**src/rtl/message_build_arbiter.sv**
```systemverilog
// Whole-message arbiter sharing one message_build between NUM_REQ requesters,
// with an ID FIFO tagging message order. Define MSG_ARB_FIXED_PRIO_EN for fixed priority.
module message_build_arbiter #(
    parameter int NUM_REQ       = 2,
    parameter int ID_W          = $clog2(NUM_REQ),
    parameter int ID_FIFO_DEPTH = 4
) (
    input  logic                     clk,
    input  logic                     nrst,
    input  logic [NUM_REQ*64-1:0]    req_cfg_size,
    input  logic [NUM_REQ*2-1:0]     req_cfg_scheme,
    input  logic [NUM_REQ-1:0]       req_cfg_last,
    input  logic [NUM_REQ-1:0]       req_cfg_valid,
    output logic [NUM_REQ-1:0]       req_cfg_ready,
    input  logic [NUM_REQ*512-1:0]   req_data_in,
    input  logic [NUM_REQ-1:0]       req_data_in_last,
    input  logic [NUM_REQ-1:0]       req_data_in_valid,
    output logic [NUM_REQ-1:0]       req_data_in_ready,
    output logic [63:0]              mb_cfg_size,
    output logic [1:0]               mb_cfg_scheme,
    output logic                     mb_cfg_last,
    output logic                     mb_cfg_valid,
    input  logic                     mb_cfg_ready,
    output logic [511:0]             mb_data_in,
    output logic                     mb_data_in_last,
    output logic                     mb_data_in_valid,
    input  logic                     mb_data_in_ready,
    output logic [ID_W-1:0]          id_out,
    output logic                     id_out_valid,
    input  logic                     id_out_ready
);

    localparam int PTR_W = $clog2(ID_FIFO_DEPTH);
    localparam int CNT_W = PTR_W + 1;
    localparam logic [CNT_W-1:0] FIFO_FULL = CNT_W'(ID_FIFO_DEPTH);

    typedef enum logic [1:0] {
        IDLE,
        CFG,
        DATA
    } state_t;

    state_t          state;
    state_t          state_nxt;
    logic [ID_W-1:0] grant;
    logic [ID_W-1:0] grant_nxt;
    logic [ID_W-1:0] winner;
    logic            any_valid;
    logic            cfg_fire;
    logic            data_last_fire;
    logic            push;
    logic            pop;

    logic [ID_W-1:0]  fifo_mem [ID_FIFO_DEPTH];
    logic [PTR_W-1:0] wr_ptr;
    logic [PTR_W-1:0] rd_ptr;
    logic [CNT_W-1:0] count;

`ifdef MSG_ARB_FIXED_PRIO_EN
    // Lowest index wins: scan downward so the last hit is the smallest index.
    always_comb begin
        winner    = '0;
        any_valid = 1'b0;
        for (int i = NUM_REQ - 1; i >= 0; i--) begin
            if (req_cfg_valid[i]) begin
                winner    = ID_W'(i);
                any_valid = 1'b1;
            end
        end
    end
`else
    logic [ID_W-1:0] rr_ptr;

    // Round-robin search starting at rr_ptr, wrapping at NUM_REQ.
    always_comb begin
        int idx;
        winner    = '0;
        any_valid = 1'b0;
        idx       = 0;
        for (int i = 0; i < NUM_REQ; i++) begin
            idx = int'(rr_ptr) + i;
            if (idx >= NUM_REQ) begin
                idx = idx - NUM_REQ;
            end
            if (!any_valid && req_cfg_valid[idx]) begin
                winner    = ID_W'(idx);
                any_valid = 1'b1;
            end
        end
    end

    always_ff @(posedge clk) begin
        if (!nrst) begin
            rr_ptr <= '0;
        end else if (data_last_fire) begin
            rr_ptr <= (int'(grant) == NUM_REQ - 1) ? '0 : grant + ID_W'(1);
        end
    end
`endif

    assign cfg_fire       = (state == CFG) && mb_cfg_valid && mb_cfg_ready;
    assign data_last_fire = (state == DATA) && mb_data_in_valid && mb_data_in_ready
                            && mb_data_in_last;
    assign push           = cfg_fire;
    assign pop            = (count != '0) && id_out_ready;

    always_ff @(posedge clk) begin
        if (!nrst) begin
            state <= IDLE;
            grant <= '0;
        end else begin
            state <= state_nxt;
            grant <= grant_nxt;
        end
    end

    always_comb begin
        state_nxt = state;
        grant_nxt = grant;
        case (state)
            IDLE: begin
                if (any_valid && (count < FIFO_FULL)) begin
                    grant_nxt = winner;
                    state_nxt = CFG;
                end
            end
            CFG: begin
                if (cfg_fire) begin
                    state_nxt = DATA;
                end
            end
            DATA: begin
                if (data_last_fire) begin
                    state_nxt = IDLE;
                end
            end
            default: state_nxt = IDLE;
        endcase
    end

    // Only the owner's channel for the current phase is connected; everything else reads zero.
    always_comb begin
        mb_cfg_size       = '0;
        mb_cfg_scheme     = '0;
        mb_cfg_last       = 1'b0;
        mb_cfg_valid      = 1'b0;
        mb_data_in        = '0;
        mb_data_in_last   = 1'b0;
        mb_data_in_valid  = 1'b0;
        req_cfg_ready     = '0;
        req_data_in_ready = '0;
        case (state)
            CFG: begin
                mb_cfg_size          = req_cfg_size[int'(grant)*64 +: 64];
                mb_cfg_scheme        = req_cfg_scheme[int'(grant)*2 +: 2];
                mb_cfg_last          = req_cfg_last[grant];
                mb_cfg_valid         = req_cfg_valid[grant];
                req_cfg_ready[grant] = mb_cfg_ready;
            end
            DATA: begin
                mb_data_in               = req_data_in[int'(grant)*512 +: 512];
                mb_data_in_last          = req_data_in_last[grant];
                mb_data_in_valid         = req_data_in_valid[grant];
                req_data_in_ready[grant] = mb_data_in_ready;
            end
            default: begin
            end
        endcase
    end

    // Count only drops between grant and push, so a push never finds the FIFO full.
    always_ff @(posedge clk) begin
        if (!nrst) begin
            wr_ptr <= '0;
            rd_ptr <= '0;
            count  <= '0;
            for (int i = 0; i < ID_FIFO_DEPTH; i++) begin
                fifo_mem[i] <= '0;
            end
        end else begin
            if (push) begin
                fifo_mem[wr_ptr] <= grant;
                wr_ptr           <= wr_ptr + PTR_W'(1);
            end
            if (pop) begin
                rd_ptr <= rd_ptr + PTR_W'(1);
            end
            case ({push, pop})
                2'b10:   count <= count + CNT_W'(1);
                2'b01:   count <= count - CNT_W'(1);
                default: count <= count;
            endcase
        end
    end

    assign id_out       = fifo_mem[rd_ptr];
    assign id_out_valid = (count != '0);

endmodule

```
**config.mk**
```make
export PLATFORM = sky130hd
export DESIGN_NAME = message_build_arbiter
export DESIGN_NICKNAME = d
export VERILOG_FILES = /design/src/rtl/message_build_arbiter.sv
export SDC_FILE = /design/constraint.sdc
export NUM_CORES = 1
export LEC_CHECK = 0
export CAP_MARGIN = 10
export CELL_PAD_IN_SITES_DETAIL_PLACEMENT = 2
export CELL_PAD_IN_SITES_GLOBAL_PLACEMENT = 2
export CORE_AREA = 3 3 689 691
export CTS_BUF_LIST = sky130_fd_sc_hd__clkbuf_2
export CTS_CLUSTER_DIAMETER = 50
export CTS_CLUSTER_SIZE = 40
export DETAILED_ROUTE_END_ITERATION = 10
export DIE_AREA = 0 0 692 694
export PLACE_DENSITY = 0.43
export SLEW_MARGIN = 20
export SYNTH_ARGS = -nofsm -noshare
export SYNTH_HDL_FRONTEND = slang
export SYNTH_SLANG_ARGS = --single-unit
```
**constraint.sdc**
```tcl
create_clock -name clk -period 2.1 [get_ports clk]
set_input_delay 0.42 -clock clk [delete_from_list [all_inputs] [get_ports clk]]
set_output_delay 0.42 -clock clk [all_outputs]
set_load 0.005 [all_outputs]
```
Word-level counts from Yosys, hierarchy flattened
Memories as Yosys holds them, arrays and structs flattened. A register that Yosys moved wholly into a read port is not among the register bits. Index checks and enable logic that the tools add are counted.

Register bits: 11. Word-level logic and storage cells: 96. Memory bits (writable): 4. Output and inout bits: 588. Memories: 1.

$add $sub $neg: 8. $lt $le $gt $ge: 7. Shift operators: 3. Mux-type cells: 46. Reductions and logical operators: 16. Bitwise operators: 2. Equal/unequal tests: 7.

Memory list: fifo_mem (words 4, width 1, rd ports 1, clocked after memory_dff 1, wr ports 4, line 54) `logic [ID_W-1:0] fifo_mem [ID_FIFO_DEPTH];`.

Operators with widths (count): 1024-bit by 11-bit indexed part select with 512-bit output (1); 512-bit two-way mux (1); 128-bit by 8-bit indexed part select with 64-bit output (1); 32-bit by 3-bit < comparator with 1-bit output, second input constant (2); 32-bit two-way mux (2); 64-bit two-way mux (1); 1-bit two-way mux (30); 2-bit two-way mux (9); 1-bit logical AND (9); 2-bit != test, second input constant (3); 2-bit one-hot mux with 3 select lines (1); 3-bit one-hot mux with 2 select lines (1); 2-bit by 1-bit adder with 2-bit output, second input constant (2); 2-bit AND (2); 2-bit by 1-bit equality test with 1-bit output, second input constant (2); 2-bit equality test, second input constant (2); 4-bit by 3-bit indexed part select with 2-bit output (1); 3-bit by 1-bit adder with 3-bit output, second input constant (1); 3-bit < comparator, second input constant (1); 3-bit AND reduction (1); 3-bit nonzero test (1); 1-bit by 2-bit subtractor with 3-bit output, second input constant (1); 2-bit by 2-bit subtractor with 3-bit output, second input constant (1); 3-bit by 1-bit subtractor with 3-bit output, second input constant (1); 12 further kinds (12).

Logic depth before layout (Yosys ltp)
Word-level depth: 12. Gate-level depth with buffers: 8. Mapped depth without buffers: 8.

Worst setup path after synthesis
Ideal clock, no wire load.

Path kind: input port to flip-flop. From: input port req_cfg_valid[1]. To: register count[2]. Required time: 2029 ps. Library setup time: 71 ps. Cell stages on the path: 8. Data arrival time: 2174 ps. Path slack: -145 ps. Path through: mux2i_1 -> or2_1 -> ha_1 -> inv_1 -> fa_1 -> xor2_1 -> or3_1 -> a21oi_1.

Word-level cells in the longest chain between the ends: 7. Elaborated cells between the ends (all ways): 9. Those cells by class: eq/ne: 2; mux: 4; reduce/logical: 3.

Ends and longest elaborated chain: start: declaration (line 13) `input logic [NUM_REQ-1:0] req_cfg_valid,`; 1-bit two-way mux (implied by the code) * (2 in a row) (line 157) `mb_cfg_valid = req_cfg_valid[grant];`; 1-bit two-way mux * (line 152) `case (state)`; 1-bit logical AND * (2 in a row) (line 101) `assign cfg_fire = (state == CFG) && mb_cfg_valid && mb_cfg_ready;`; 2-bit by 1-bit equality test with 1-bit output or 2-bit equality test (tied branches) (line 188) `case ({push, pop})`; 3-bit one-hot mux with 2 select lines or 2-bit nonzero test (tied branches); end signal: assignment (line 189) `2'b10: count <= count + CNT_W'(1);`; end signal: assignment (line 190) `2'b01: count <= count - CNT_W'(1);`; end signal: assignment (line 191) `default: count <= count;`; end: declaration (line 57) `logic [CNT_W-1:0] count;`.

Every way passes the cells marked *; elsewhere a longest branch is shown, timed or not. The select of a mux whose other input is x is not followed. A chain may end at the register's enable or synchronous reset.

Worst setup path in the final report
From: register grant. To: output port mb_data_in[14].

Word-level cells in the longest chain between the ends: 2.

Ends and longest elaborated chain: start: declaration (line 45) `logic [ID_W-1:0] grant;`; start signal: assignment (line 113) `grant <= grant_nxt;`; 1024-bit by 11-bit indexed part select with 512-bit output (line 161) `mb_data_in = req_data_in[int'(grant)*512 +: 512];`; 512-bit two-way mux (line 152); end: declaration (line 24) `output logic [511:0] mb_data_in,`.

No other way between the ends.

==> flow_summary.json <==
{
  "place_ws_ps": -607,
  "min_path_cells": 2,
  "htreeDepth": 1,
  "fmax_mhz": 365,
  "dieArea_um2": 480000,
  "start_kind": "flop",
  "synth_ff_type": "dfxtp_1",
  "leakagePower_uw": 0.0149,
  "setup_slack_ps": -643,
  "clk_pin_slew_ps": 210,
  "regToRegSetupSlack_ps": -530,
  "clock_skew_ps": 11.3,
  "core_area_um2": 470000,
  "grt_pass1_vias": 21800,
  "cp-end-kind": "output port",
  "worst_pin_slew_ps": 577,
  "placementRows": 252,
  "root_buffer": "clkbuf_2",
  "wl_per_cell_um": 35.0,
  "slowest_stage": "dfxtp_4",
  "cts_tree": "done",
  "synthArstFlopShare_pct": 0,
  "cts_sinks": 17,
  "crit_required_ps": 1680,
  "grtUsageTotal_pct": 13.3,
  "hold_end": "fifo_mem[0]",
  "clockPowerShare_pct": 2.0,
  "hpwl_um": 317000,
  "crit_fanout": 8,
  "worstHoldStart": "fifo_mem[0]",
  "r2r_start": "grant",
  "path_cells": "buf_16 > buf_16 > buf_12 > buf_16 > buf_12 > mux2i_4 > nor2_4 > buf_12",
  "drt_iter0_drc": 1100,
  "die_w_um": 692,
  "slew_headroom_pct": 61.2,
  "grt_pass1_wl_um": 385000,
  "yosys_warnings": 0,
  "cp.arrival_ps": 2320,
  "post-route-util_pct": 8.96,
  "antenna_found_initial": 493,
  "cap_violations": 0,
  "final_nets": 4619,
  "slew_viol_final": 0,
  "clock_latency_ps": 330,
  "hold_ws_ps": 494,
  "ios": 1757,
  "ant_nets": 0,
  "syn_nets": 2553,
  "period_needed_ps": 2740,
  "p_per_area_nw_per_um2": 198,
  "p_sw_share_pct": 39.3,
  "finalHoldViolCount": 0,
  "gr-total-overflow": 0,
  "p_switching_uw": 3280,
  "finalSetupViolCount": 591,
  "portBuffers": 1756,
  "slowest_delay_ps": 560,
  "firstDrtPassIters": 4,
  "drc": 0,
  "globalplace.congestion": 0.940,
  "drive_gt1_share_pct": 28.5,
  "hp-class": "reg -> reg",
  "area_growth_pct": 343,
  "synth_edf_count": 1,
  "seq_area_frac_synth_pct": 3.69,
  "synth_seq_cells": 17,
  "reg2reg_to": "count[2]",
  "num_vias": 21900,
  "synthesis.area_um2": 9500,
  "power.total_uw": 8350,
  "fin_setup_tns_ps": -235980,
  "numCtsBuffers": 3,
  "seqPwrFrac_pct": 4.5,
  "initial_core_util_pct": 2.02,
  "via_per_inst": 2.24,
  "criticalPathCategory": "reg -> out",
  "ys_types": 32,
  "p_int_uw": 5070,
  "p_comb_share_pct": 93.4,
  "vdd_drop_max_mv": 0.161,
  "violations": "setup timing",
  "rsz0062_at_grt": "yes",
  "status": "complete, but fails checks",
  "routed_wl_um": 341000,
  "reg2reg_depth": 10,
  "grt_max_degree": 47,
  "syn_avg_cell_area_um2": 6.88,
  "cts_hold_buffers": 0,
  "clk_path_buf_depth": 2,
  "fin_crit_sh_pct": 131,
  "netlist_instances": 1382,
  "die_h_um": 694
}
what timing repair did:
action                                  in CTS  in global routing
endpoints found under the setup margin     591                592
pin swaps                                   26                 19
gates resized for setup                    683                546
buffers inserted                           119                102
cloned                                      17                 18
power groups by stage:
stage | Clock (µW) | Combinational (µW) | Sequential [µW]
floorplan | 0 | 1680 | 377
global placement | 0 | 6530 | 379
detailed placement | 0 | 6560 | 382
CTS | 179 | 7430 | 378
global route | 196 | 8290 | 381
finish | 169 | 7800 | 379
cells in the final DEF (no fill, tap or decap), drive strengths merged:
master	count
clkdlybuf4s15	14
dfxtp	16
buf	672
o31ai	2
nand3b	1
or3	4
a21oi	5
fa	1
o22ai	1
clkinv	1
xnor2	1
mux4	1
mux2i	586
clkbuf	75
or4	1
ha	1
dlymetal6s2s	71
clkdlybuf4s50	1303
nand2	6
or2	2
o31a	1
o311ai	1
dlygate4sd2	62
diode	81
nand4b	1
inv	8
nor4	3
o41ai	1
nor2	593
xor2	3
nor3	2
o21ai	3
a211oi	1
edfxtp	1
nand2b	3
worst max path at each step:
stage / startpoint / to / slack [ps] / cells after the start
after floorplan: grant / count[2] / 8 / 8
after global placement: req_cfg_valid[0] / count[2] / -730 / 9
after detailed placement: grant / mb_data_in[486] / -610 / 7
after CTS: grant / mb_data_in[276] / -690 / 6
after global routing: grant / mb_data_in[90] / -710 / 8
final: grant / mb_data_in[14] / -640 / 8
cell type report:
type / count / area [µm²]
sequential: 17 / 357
multi-input combinational: 1224 / 10000
clock inverter: 1 / 5.00
timing repair buffer: 2194 / 23700
antenna: 81 / 203
fill: 55200 / 428000
tap: 6223 / 7790
clock buffer: 3 / 15.0
inverter: 8 / 30.0
cell usage after synthesis, types with 2 or more instances:
| master | number | area share (%) |
|---|---|---|
| inv_1 | 8 | 0.32 |
| nor3_1 | 2 | 0.11 |
| buf_4 | 24 | 1.9 |
| nand2b_1 | 3 | 0.20 |
| nor4_1 | 2 | 0.13 |
| o21ai_0 | 3 | 0.16 |
| or3_1 | 4 | 0.26 |
| clkbuf_1 | 17 | 0.67 |
| a21oi_1 | 5 | 0.26 |
| dfxtp_1 | 16 | 3.4 |
| o31ai_1 | 2 | 0.16 |
| buf_2 | 92 | 4.8 |
| nand2_1 | 6 | 0.24 |
| nor2_1 | 593 | 23 |
| mux2i_1 | 586 | 62 |
| xor2_1 | 3 | 0.28 |
routing by layer:
layer	global-route usage [%]	share of wire, %	routed length, µm
met2	22.4	46	156000
met5	0	0.53	1800
met3	9.98	16	55100
met1	13.2	34	116000
met4	2.63	3.4	11500
metrics by stage:
| stage | instance area [µm²] | cells |
|---|---|---|
| 3_5_place_dp | 37600 | 9452 |
| 4_1_cts | 40000 | 9574 |
| 3_3_place_gp | 37600 | 9452 |
| 2_1_floorplan | 9520 | 1382 |
| 5_1_grt | 42000 | 9703 |
| 6_report | 42100 | 9751 |
worst max-delay path, delay by kind of cell, from the launching register on:
| kind | cells | cell delay (ps) |
|---|---|---|
| multiplexers | 1 | 260 |
| flip-flops | 1 | 560 |
| AND/OR/NAND/NOR | 1 | 70 |
| buffers and inverters | 6 | 930 |
cell families after synthesis:
logic type / Yosys count / share of synthesized area (%)
AOI/OAI and AO/OA: 15 / 1.00
xor gates and xnor gates: 4 / 0.369
adders and majority gates: 2 / 0.342
buffers and inverters: 141 / 7.73
DFF: 17 / 3.69
muxes: 587 / 62.0
and+or+nand+nor: 616 / 24.9
No activity file was read; power rests on OpenSTA's default activity.
